`src/rtl/o_buft_ser_pkg.sv`:
```
// Shared types and default parameters for the O_BUFT_DS serial driver.
// The state encoding and the guard-counter width are used by the top-level FSM.
package o_buft_ser_pkg;

    typedef enum logic [1:0] {
        ST_IDLE  = 2'd0,
        ST_SHIFT = 2'd1,
        ST_GUARD = 2'd2
    } state_t;

    localparam int DEF_WIDTH        = 8;
    localparam int DEF_LSB_FIRST    = 0;
    localparam int DEF_GUARD_CYCLES = 1;

    // Wide enough for the largest legal guard period (15).
    localparam int GCNT_W = 4;

endpackage

```
`src/rtl/o_buft_ser_hold.sv`:
```
// One-entry holding register in front of the shifter, with a registered ready.
// Ready is held low through reset and rises on the first edge after reset is released.
module o_buft_ser_hold #(
    parameter int WIDTH = 8
) (
    input  logic             clk,
    input  logic             rst,
    input  logic [WIDTH-1:0] i_data,
    input  logic             i_valid,
    input  logic             i_slot,
    output logic             o_ready,
    output logic             o_full,
    output logic [WIDTH-1:0] o_data
);

    logic             r_full;
    logic             r_ready;
    logic [WIDTH-1:0] r_data;

    logic w_xfer;
    logic w_capture;
    logic w_full_nxt;

    // A transfer during a load slot with the register empty bypasses straight
    // into the shifter, so only transfers outside a slot are captured here.
    assign w_xfer     = i_valid & r_ready;
    assign w_capture  = w_xfer & ~i_slot;
    assign w_full_nxt = r_full ? ~i_slot : w_capture;

    always_ff @(posedge clk) begin
        if (rst) begin
            r_full  <= 1'b0;
            r_ready <= 1'b0;
        end else begin
            // NOTE: non-blocking assignments keep every register updating from pre-edge values.
            r_full  <= w_full_nxt;
            r_ready <= ~w_full_nxt;
        end
    end

    // NOTE: the data word is deliberately not reset; r_full qualifies it.
    always_ff @(posedge clk) begin
        if (w_capture) begin
            r_data <= i_data;
        end
    end

    assign o_ready = r_ready;
    assign o_full  = r_full;
    assign o_data  = r_data;

endmodule

```
`src/rtl/o_buft_ser_driver.sv`:
```
// Serializes parallel words onto the I/T pins of an O_BUFT_DS pad pair.
// Bursts run back-to-back without a gap; after a burst the pads tristate for GUARD_CYCLES.
module o_buft_ser_driver
    import o_buft_ser_pkg::*;
#(
    parameter int WIDTH        = DEF_WIDTH,
    parameter int LSB_FIRST    = DEF_LSB_FIRST,
    parameter int GUARD_CYCLES = DEF_GUARD_CYCLES
) (
    input  logic             clk,
    input  logic             rst,
    input  logic [WIDTH-1:0] data_in,
    input  logic             data_valid,
    output logic             data_ready,
    output logic             ser_i,
    output logic             ser_t,
    output logic             busy,
    output logic             word_done
);

    localparam int                CNT_W      = $clog2(WIDTH);
    localparam logic [CNT_W-1:0]  LAST_BIT   = CNT_W'(WIDTH - 1);
    localparam logic [GCNT_W-1:0] GUARD_LAST = GCNT_W'(GUARD_CYCLES - 1);

    state_t             r_state;
    logic [CNT_W-1:0]   r_cnt;
    logic [GCNT_W-1:0]  r_gcnt;
    logic [WIDTH-1:0]   r_sh;
    logic               r_ser_i;
    logic               r_ser_t;
    logic               r_busy;
    logic               r_word_done;

    logic               w_hold_ready;
    logic               w_hold_full;
    logic [WIDTH-1:0]   w_hold_data;
    logic               w_xfer;
    logic               w_last;
    logic               w_slot;
    logic               w_load;
    logic [WIDTH-1:0]   w_word;
    logic               w_first_bit;
    logic               w_next_bit;
    logic [CNT_W-1:0]   w_cnt_nxt;

    o_buft_ser_hold #(
        .WIDTH (WIDTH)
    ) u_hold (
        .clk     (clk),
        .rst     (rst),
        .i_data  (data_in),
        .i_valid (data_valid),
        .i_slot  (w_slot),
        .o_ready (w_hold_ready),
        .o_full  (w_hold_full),
        .o_data  (w_hold_data)
    );

    // A new word may start from IDLE or on the last bit of the current word.
    assign w_last      = (r_cnt == LAST_BIT);
    assign w_slot      = (r_state == ST_IDLE) || ((r_state == ST_SHIFT) && w_last);
    assign w_xfer      = data_valid & w_hold_ready;
    assign w_load      = w_slot & (w_hold_full | w_xfer);
    assign w_word      = w_hold_full ? w_hold_data : data_in;
    assign w_first_bit = (LSB_FIRST != 0) ? w_word[0] : w_word[WIDTH-1];
    assign w_next_bit  = (LSB_FIRST != 0) ? r_sh[1]   : r_sh[WIDTH-2];
    assign w_cnt_nxt   = r_cnt + CNT_W'(1);

    always_ff @(posedge clk) begin
        if (w_load) begin
            r_sh <= w_word;
        end else if ((r_state == ST_SHIFT) && !w_last) begin
            r_sh <= (LSB_FIRST != 0) ? (r_sh >> 1) : (r_sh << 1);
        end
    end

    // ser_i and ser_t are both registered here so they always change on the same edge.
    always_ff @(posedge clk) begin
        if (rst) begin
            r_state     <= ST_IDLE;
            r_cnt       <= '0;
            r_gcnt      <= '0;
            r_ser_i     <= 1'b0;
            r_ser_t     <= 1'b0;
            r_busy      <= 1'b0;
            r_word_done <= 1'b0;
        end else begin
            r_word_done <= 1'b0;
            if (w_load) begin
                r_state <= ST_SHIFT;
                r_cnt   <= '0;
                r_ser_i <= w_first_bit;
                r_ser_t <= 1'b1;
                r_busy  <= 1'b1;
            end else begin
                unique case (r_state)
                    ST_IDLE: begin
                    end
                    ST_SHIFT: begin
                        if (!w_last) begin
                            r_cnt       <= w_cnt_nxt;
                            r_ser_i     <= w_next_bit;
                            r_word_done <= (w_cnt_nxt == LAST_BIT);
                        end else begin
                            r_state <= ST_GUARD;
                            r_ser_i <= 1'b0;
                            r_ser_t <= 1'b0;
                            r_gcnt  <= '0;
                        end
                    end
                    ST_GUARD: begin
                        if (r_gcnt == GUARD_LAST) begin
                            r_state <= ST_IDLE;
                            r_busy  <= 1'b0;
                            r_gcnt  <= '0;
                        end else begin
                            r_gcnt <= r_gcnt + GCNT_W'(1);
                        end
                    end
                    default: r_state <= ST_IDLE;
                endcase
            end
        end
    end

    assign data_ready = w_hold_ready;
    assign ser_i      = r_ser_i;
    assign ser_t      = r_ser_t;
    assign busy       = r_busy;
    assign word_done  = r_word_done;

endmodule

```
`config.mk`:
```
export PLATFORM = sky130hd
export DESIGN_NAME = o_buft_ser_driver
export DESIGN_NICKNAME = d
export VERILOG_FILES = /design/src/rtl/o_buft_ser_pkg.sv /design/src/rtl/o_buft_ser_hold.sv /design/src/rtl/o_buft_ser_driver.sv
export SDC_FILE = /design/constraint.sdc
export NUM_CORES = 1
export LEC_CHECK = 0
export CAP_MARGIN = 0
export CORE_UTILIZATION = 45
export DETAILED_ROUTE_END_ITERATION = 6
export PLACE_DENSITY = 0.66
export SLEW_MARGIN = 20
export SYNTH_ARGS = -nofsm -noshare
export SYNTH_HDL_FRONTEND = slang
export SYNTH_HIERARCHICAL = 1
export SYNTH_SLANG_ARGS = --single-unit
```
`constraint.sdc`:
```
create_clock -name clk -period 2.3 [get_ports clk]
set_clock_uncertainty 0.15 [all_clocks]
set_input_delay 0.46 -clock clk [delete_from_list [all_inputs] [get_ports clk]]
set_output_delay 0.46 -clock clk [all_outputs]
set_load 0.005 [all_outputs]
```
==> flow_metrics.tcl, run 1 <==
set metrics [dict create \
    synth_simple_gate_area_share_pct 10.9 \
    dieWidth_um 57.8 \
    gp_congestion 0.859 \
    final_cell_mix "15 x nor2_1, 15 x dfxtp_1, 15 x clkdlybuf4s50_1, 15 x edfxtp_1, 12 x a21oi_1" \
    synth_edf_count 15 \
    wl_per_cell_um 13.9 \
    internal_power_mw 0.782 \
    cp_max_fo 6 \
    hold_viol_final 0 \
    min_to "ser_t" \
    yosysSeqAreaShare_pct 53.7 \
    critPathSlowestCell "dfxtp_1" \
    clk_latency_ns 0.33 \
    async_flop_share_pct 0 \
    violations "DRC" \
    r2r-end "r_gcnt[2]" \
    diodes 0 \
    clkSlewWorstSetupHoldPaths_ns 0.10 \
    yosys.area_share.adder_pct 7.16 \
    synth_seq_cells 30 \
    start_kind "flop" \
    path_class "flop to flop" \
    yosysWarnings 6 \
    synth_top_family_by_area "compound AO/OA/AOI/OAI gates" \
    worstPathArrival_ns 2.07 \
    reg2reg_from "r_state[1]" \
    core_sq_um 2850 \
    fin_ws_ns 0.304 \
    syn_to_final_growth_pct 20.5 \
    io_buffer_count 15 \
    hp-start "ser_t" \
    fin_crit_sh_pct 86.8 \
    slew_headroom_pct 74.7 \
    synth_nets 143 \
    leakagePower_nw 0.630 \
    required_ns 2.38 \
    timing.hold.ws_ns 0.377 \
    netlist_instances 124 \
    grt_max_degree 13 \
    yosysTopAreaCell "edfxtp_1" \
    drt-initial-drc-count 31 \
    p_clk_share_pct 28.1 \
    clock_path_buffers 2 \
    design_area_sq_um 1690 \
    postSynthAreaPerCell_sq_um 11.3 \
    drive_gt1_share_pct 15.8 \
    synth_area_sq_um 1400 \
    dpl_cell_area_sq_um 1630 \
    rows 19 \
    initial_core_util_pct 49.0 \
    dr.pass1.iters 6 \
    globalRouteOverflowTotal 0 \
    status "complete, but fails checks" \
    grt_pass1_vias 975 \
    avgViaCountPerCell 5.39 \
    p_sw_mw 0.272 \
    postCtsResizedCells 0 \
    critPathMaxStageDelay_ns 0.37 \
    place_hpwl_um 1890 \
    fin_tns_setup_ns 0 \
    cap_violations 0 \
    power_density_nw_per_um2 626 \
    routed_wl_um 2550 \
    post-cts-setup-buffers 0 \
    dieArea_sq_um 3340 \
    crit_top_cell "a211oi_2" \
    ys.flop_type "edfxtp_1" \
    cp_top_family "compound AO/OA/AOI/OAI gates" \
    ys_top_cells_by_area "edfxtp_1 32%, dfxtp_1 21%, ha_1 7.2%" \
    muxShareOfSynthArea_pct 6.44 \
    clock-sinks 30 \
    worstMarginPinSlew_ns 0.370 \
    synthDistinctLibCells 35 \
    ant_nets 0 \
    hold_buffers 0 \
    synth-xor-area-share_pct 0.626 \
    chipHeight_um 57.8 \
    setup_viol 0 \
    final_max_slew_viol_count 0 \
    grt_antenna_before_repair 0 \
    path_cells "inv_1, ha_1, a211oi_2, a211oi_2, buf_4, o311a_1, a31o_2" \
    critical_path_buf_inv_count 2 \
    grt_pass1_wl_um 4390 \
    htreeDepth 2 \
    grt_use_total_pct 17.8 \
    cts_tree "built" \
    pwr-share-seq_pct 57.7 \
    clockRootBuffer "clkbuf_4" \
    period_needed_ns 2.00 \
    power_mw 1.05 \
    vias 987 \
    drc 2 \
    ff2ff_path_depth 7 \
    rsz0062_at_grt "false" \
    numCtsBuffers 5 \
    switching_share_pct 25.8 \
    post-place-ws_ns 0.0107 \
    combPwrFrac_pct 14.2 \
    synth_top_area_share_pct 32.2 \
    fin_nets 170 \
    ir_drop_v 0.000390 \
    rrSetupSlack_ns 0.30 \
    synth_compound_area_share_pct 16.8 \
    worstHoldPathCells 2 \
    end_kind "flop" \
    timing.fmax_mhz 501 \
    hp-class "flop to flop" \
    ios 16 \
]
## stage by stage
stage / std cells / utilization, %
after floorplan: 124 / -
after global placement: 175 / 57.2
after detailed placement: 175 / 57.2
after CTS: 183 / 59.1
after global routing: 183 / 59.1
final: 183 / 59.1
## final cells by class
cell class	count	area [sq um]
Timing Repair Buffer	24	218
Fill cell	245	1170
Clock inverter	3	16.3
Sequential cell	30	751
Clock buffer	5	37.5
Inverter	10	37.5
Tap cell	31	38.8
Multi-Input combinational cell	80	587
## synth_stat cells, types with 2 or more instances
cell      number
a211oi_2       2
inv_1         10
a21oi_2        2
ha_1           8
a21oi_1       12
clkbuf_1       2
nand3_1        3
nor3_1         5
dfxtp_1       15
mux2i_1        9
edfxtp_1      15
nor2b_1        2
nand2_1        3
nor2_1        15
## power by group through the flow
stage / logic, mW / clock network [mW] / registers (mW)
after floorplan: 0.0849 / 0 / 0.618
after global placement: 0.145 / 0 / 0.620
after detailed placement: 0.151 / 0 / 0.621
after CTS: 0.152 / 0.306 / 0.609
after global routing: 0.169 / 0.332 / 0.611
final: 0.150 / 0.296 / 0.609
## how the worst max path moves through the flow
stage	to	startpoint	slack, ns	cells past startpoint
floorplan	r_gcnt[2]	r_cnt[1]	0.33	5
global placement	r_gcnt[2]	data_valid	0.05	6
detailed placement	r_gcnt[2]	data_valid	0.01	6
CTS	r_gcnt[2]	r_state[1]	0.29	7
global route	r_cnt[1]	r_cnt[0]	0.12	6
finish	r_gcnt[2]	r_state[1]	0.30	7
## worst reg2reg max path, cell delays in order (launching register included)
cell and delay [ns]:
dfxtp_1 0.37, inv_1 0.07, ha_1 0.26, a211oi_2 0.26, a211oi_2 0.09, buf_4 0.17
o311a_1 0.32, a31o_2 0.20
## registers in the layout, summed over array words and instances, names as in the netlist
signal / flops
u_hold/o_data: 8
r_sh: 7
r_gcnt: 4
r_cnt: 3
r_state: 2
busy: 1
ser_i: 1
ser_t: 1
u_hold/o_full: 1
u_hold/o_ready: 1
word_done: 1
## layer usage
metal  track usage (%)  share of wire [%]  vias to the layer above
met5                 0                  0                        -
met4              7.14               0.63                        0
met3              7.81                5.8                        2
met2              25.7                 44                       24
met1              23.6                 50                      457
li1                  -                  -                      504
## kinds of logic (layout without fill, tap and decap cells)
family / count (synthesis) / count (layout)
xor gates and xnor gates: 1 / 1
adders and majority gates: 8 / 8
and+or+nand+nor: 32 / 32
DFF: 30 / 30
muxes: 9 / 9
buffers and inverters: 14 / 42
AOI/OAI and AO/OA: 30 / 30
(Power assumes the default switching activity.)
==> run 2: changes to the inputs <==
--- a/config.mk
+++ b/config.mk
@@ -14,3 +14,4 @@
 export SYNTH_HDL_FRONTEND = slang
 export SYNTH_HIERARCHICAL = 1
 export SYNTH_SLANG_ARGS = --single-unit
+export TNS_END_PERCENT = 1
==> results of run 2 <==
Final layout, timing and power as in run 1 (identical DEF).
==> run 3: changes to the inputs <==
--- a/config.mk
+++ b/config.mk
@@ -6,9 +6,9 @@
 export NUM_CORES = 1
 export LEC_CHECK = 0
 export CAP_MARGIN = 0
-export CORE_UTILIZATION = 45
+export CORE_UTILIZATION = 54
 export DETAILED_ROUTE_END_ITERATION = 6
-export PLACE_DENSITY = 0.66
+export PLACE_DENSITY = 0.77
 export SLEW_MARGIN = 20
 export SYNTH_ARGS = -nofsm -noshare
 export SYNTH_HDL_FRONTEND = slang
==> run 3 against run 2 <==
The run now ends clean. Wire length fell by 3.3%. Register-to-register slack barely moved. Clock power grew 9.5%. Worst setup slack got worse by 0.013 ns. Non-clock buffer count down 2. Worst hold slack worse by 0.027 ns. Clock-buffer cell count is 3 higher. Final cell count shrank 1.6%. Critical endpoint unchanged. Largest cell class unchanged.
==> flow_metrics.tcl, run 3 (same netlist as run 1, synthesis figures left out) <==
set metrics [dict create \
    ios 16 \
    slew_headroom_pct 69.2 \
    clkSlewWorstSetupHoldPaths_ns 0.09 \
    diodes 0 \
    drt-initial-drc-count 24 \
    syn_to_final_growth_pct 20.6 \
    dieWidth_um 52.9 \
    fin_tns_setup_ns 0 \
    numCtsBuffers 5 \
    place_hpwl_um 1850 \
    leakagePower_nw 0.628 \
    clockRootBuffer "clkbuf_4" \
    cp_max_fo 7 \
    hold_buffers 0 \
    clk_latency_ns 0.33 \
    timing.fmax_mhz 498 \
    dieArea_sq_um 2800 \
    rows 18 \
    chipHeight_um 52.9 \
    path_class "primary input to flop" \
    fin_nets 168 \
    final_cell_mix "15 x nor2_1, 15 x dfxtp_1, 15 x clkdlybuf4s50_1, 15 x edfxtp_1, 12 x a21oi_1" \
    largest_reg_flops 8 \
    wl_per_cell_um 13.7 \
    start_kind "primary input" \
    postCtsResizedCells 0 \
    vias 984 \
    avgViaCountPerCell 5.47 \
    power_density_nw_per_um2 640 \
    worstPathArrival_ns 2.09 \
    critPathMaxStageDelay_ns 0.57 \
    required_ns 2.38 \
    fin_crit_sh_pct 87.4 \
    drive_gt1_share_pct 14.0 \
    ant_nets 0 \
    end_kind "flop" \
    clock-sinks 30 \
    dpl_cell_area_sq_um 1630 \
    htreeDepth 2 \
    path_cells "clkdlybuf4s50_1, a21oi_2, a211oi_2, nor4_1, buf_4, a31o_2" \
    hp-class "flop to flop" \
    io_buffer_count 15 \
    setup_viol 0 \
    period_needed_ns 2.01 \
    critical_path_buf_inv_count 2 \
    design_area_sq_um 1690 \
    grt_use_total_pct 20.4 \
    fillCellCount 189 \
    ir_drop_v 0.000434 \
    status "complete, no violations" \
    final_max_slew_viol_count 0 \
    grt_pass1_vias 928 \
    globalRouteOverflowTotal 0 \
    cap_violations 0 \
    routed_wl_um 2460 \
    dp.cells 172 \
    grt_antenna_before_repair 0 \
    cts_tree "built" \
    stdcell_count 180 \
    critPathSlowestCell "clkdlybuf4s50_1" \
    core_sq_um 2450 \
    worstMarginPinSlew_ns 0.462 \
    hold_viol_final 0 \
    rsz0062_at_grt "false" \
    grt_pass1_wl_um 3930 \
    post-cts-setup-buffers 0 \
    drc 0 \
    dr.pass1.iters 4 \
    timing.hold.ws_ns 0.350 \
    gp_congestion 0.782 \
    initial_core_util_pct 57.0 \
    clock_path_buffers 2 \
    grt_max_degree 23 \
    cp_top_family "compound AO/OA/AOI/OAI gates" \
]
-- run 3: changes by cell type in the layout (fill, tap and decap cells not counted) --
| cell | previous run | this run |
|---|---|---|
| clkinv_1 | 1 | 0 |
| clkbuf_1 | 0 | 2 |
| buf_12 | 0 | 1 |
| clkinv_2 | 1 | 0 |
| clkbuf_8 | 0 | 1 |
| buf_4 | 9 | 6 |
| clkinvlp_4 | 1 | 0 |
-- run 3: cell type report --
class	instances	area, sq um	share of cell area [%]
repair buffers	22	215	12.8
clock buffers	8	58.8	3.49
inverters	10	37.5	2.23
flip-flops and latches	30	751	44.5
well taps	30	37.5	2.23
multi-input cells	80	587	34.8
-- run 3: path summary, 6_finish.rpt --
path / startpoint / to / slack, ns / depth (start not counted)
worst max register to register: r_state[1] / r_gcnt[2] / 0.31 / 7
worst max-delay path: data_valid / r_gcnt[2] / 0.29 / 6
worst min register to register: busy / busy / 0.35 / 2
worst min-delay path: busy / busy / 0.35 / 2
-- run 3: worst register-to-register path, stage by stage, from the launching register on --
cell	delay, ns
dfxtp_1	0.34
inv_1	0.09
ha_1	0.29
a211oi_2	0.08
a211oi_2	0.44
nor4_1	0.11
buf_4	0.16
a31o_2	0.23
-- run 3: through the flow --
| stage | util (%) | power (mW) | worst slack (ns) |
|---|---|---|---|
| after floorplan | - | 0.703 | 0.327 |
| after global placement | 66.3 | 0.761 | 0.0481 |
| after detailed placement | 66.3 | 0.769 | -0.0392 |
| after CTS | 68.7 | 1.09 | 0.311 |
| after global routing | 68.7 | 1.13 | 0.179 |
| final | 68.7 | 1.08 | 0.291 |
-- run 3: metal layers --
| layer | vias to the layer above | part of all wire, % | track usage [%] |
|---|---|---|---|
| met5 | - | 0 | 0 |
| met4 | 0 | 1.3 | 9.65 |
| met3 | 4 | 5.0 | 8.91 |
| met2 | 20 | 48 | 33.5 |
| met1 | 459 | 46 | 22.3 |
| li1 | 501 | - | - |
-- run 3: where the power goes --
group	switching, mW	internal, mW	total (mW)
clock network	0.173	0.151	0.324
logic	0.0752	0.0722	0.147
registers	0.0122	0.596	0.608
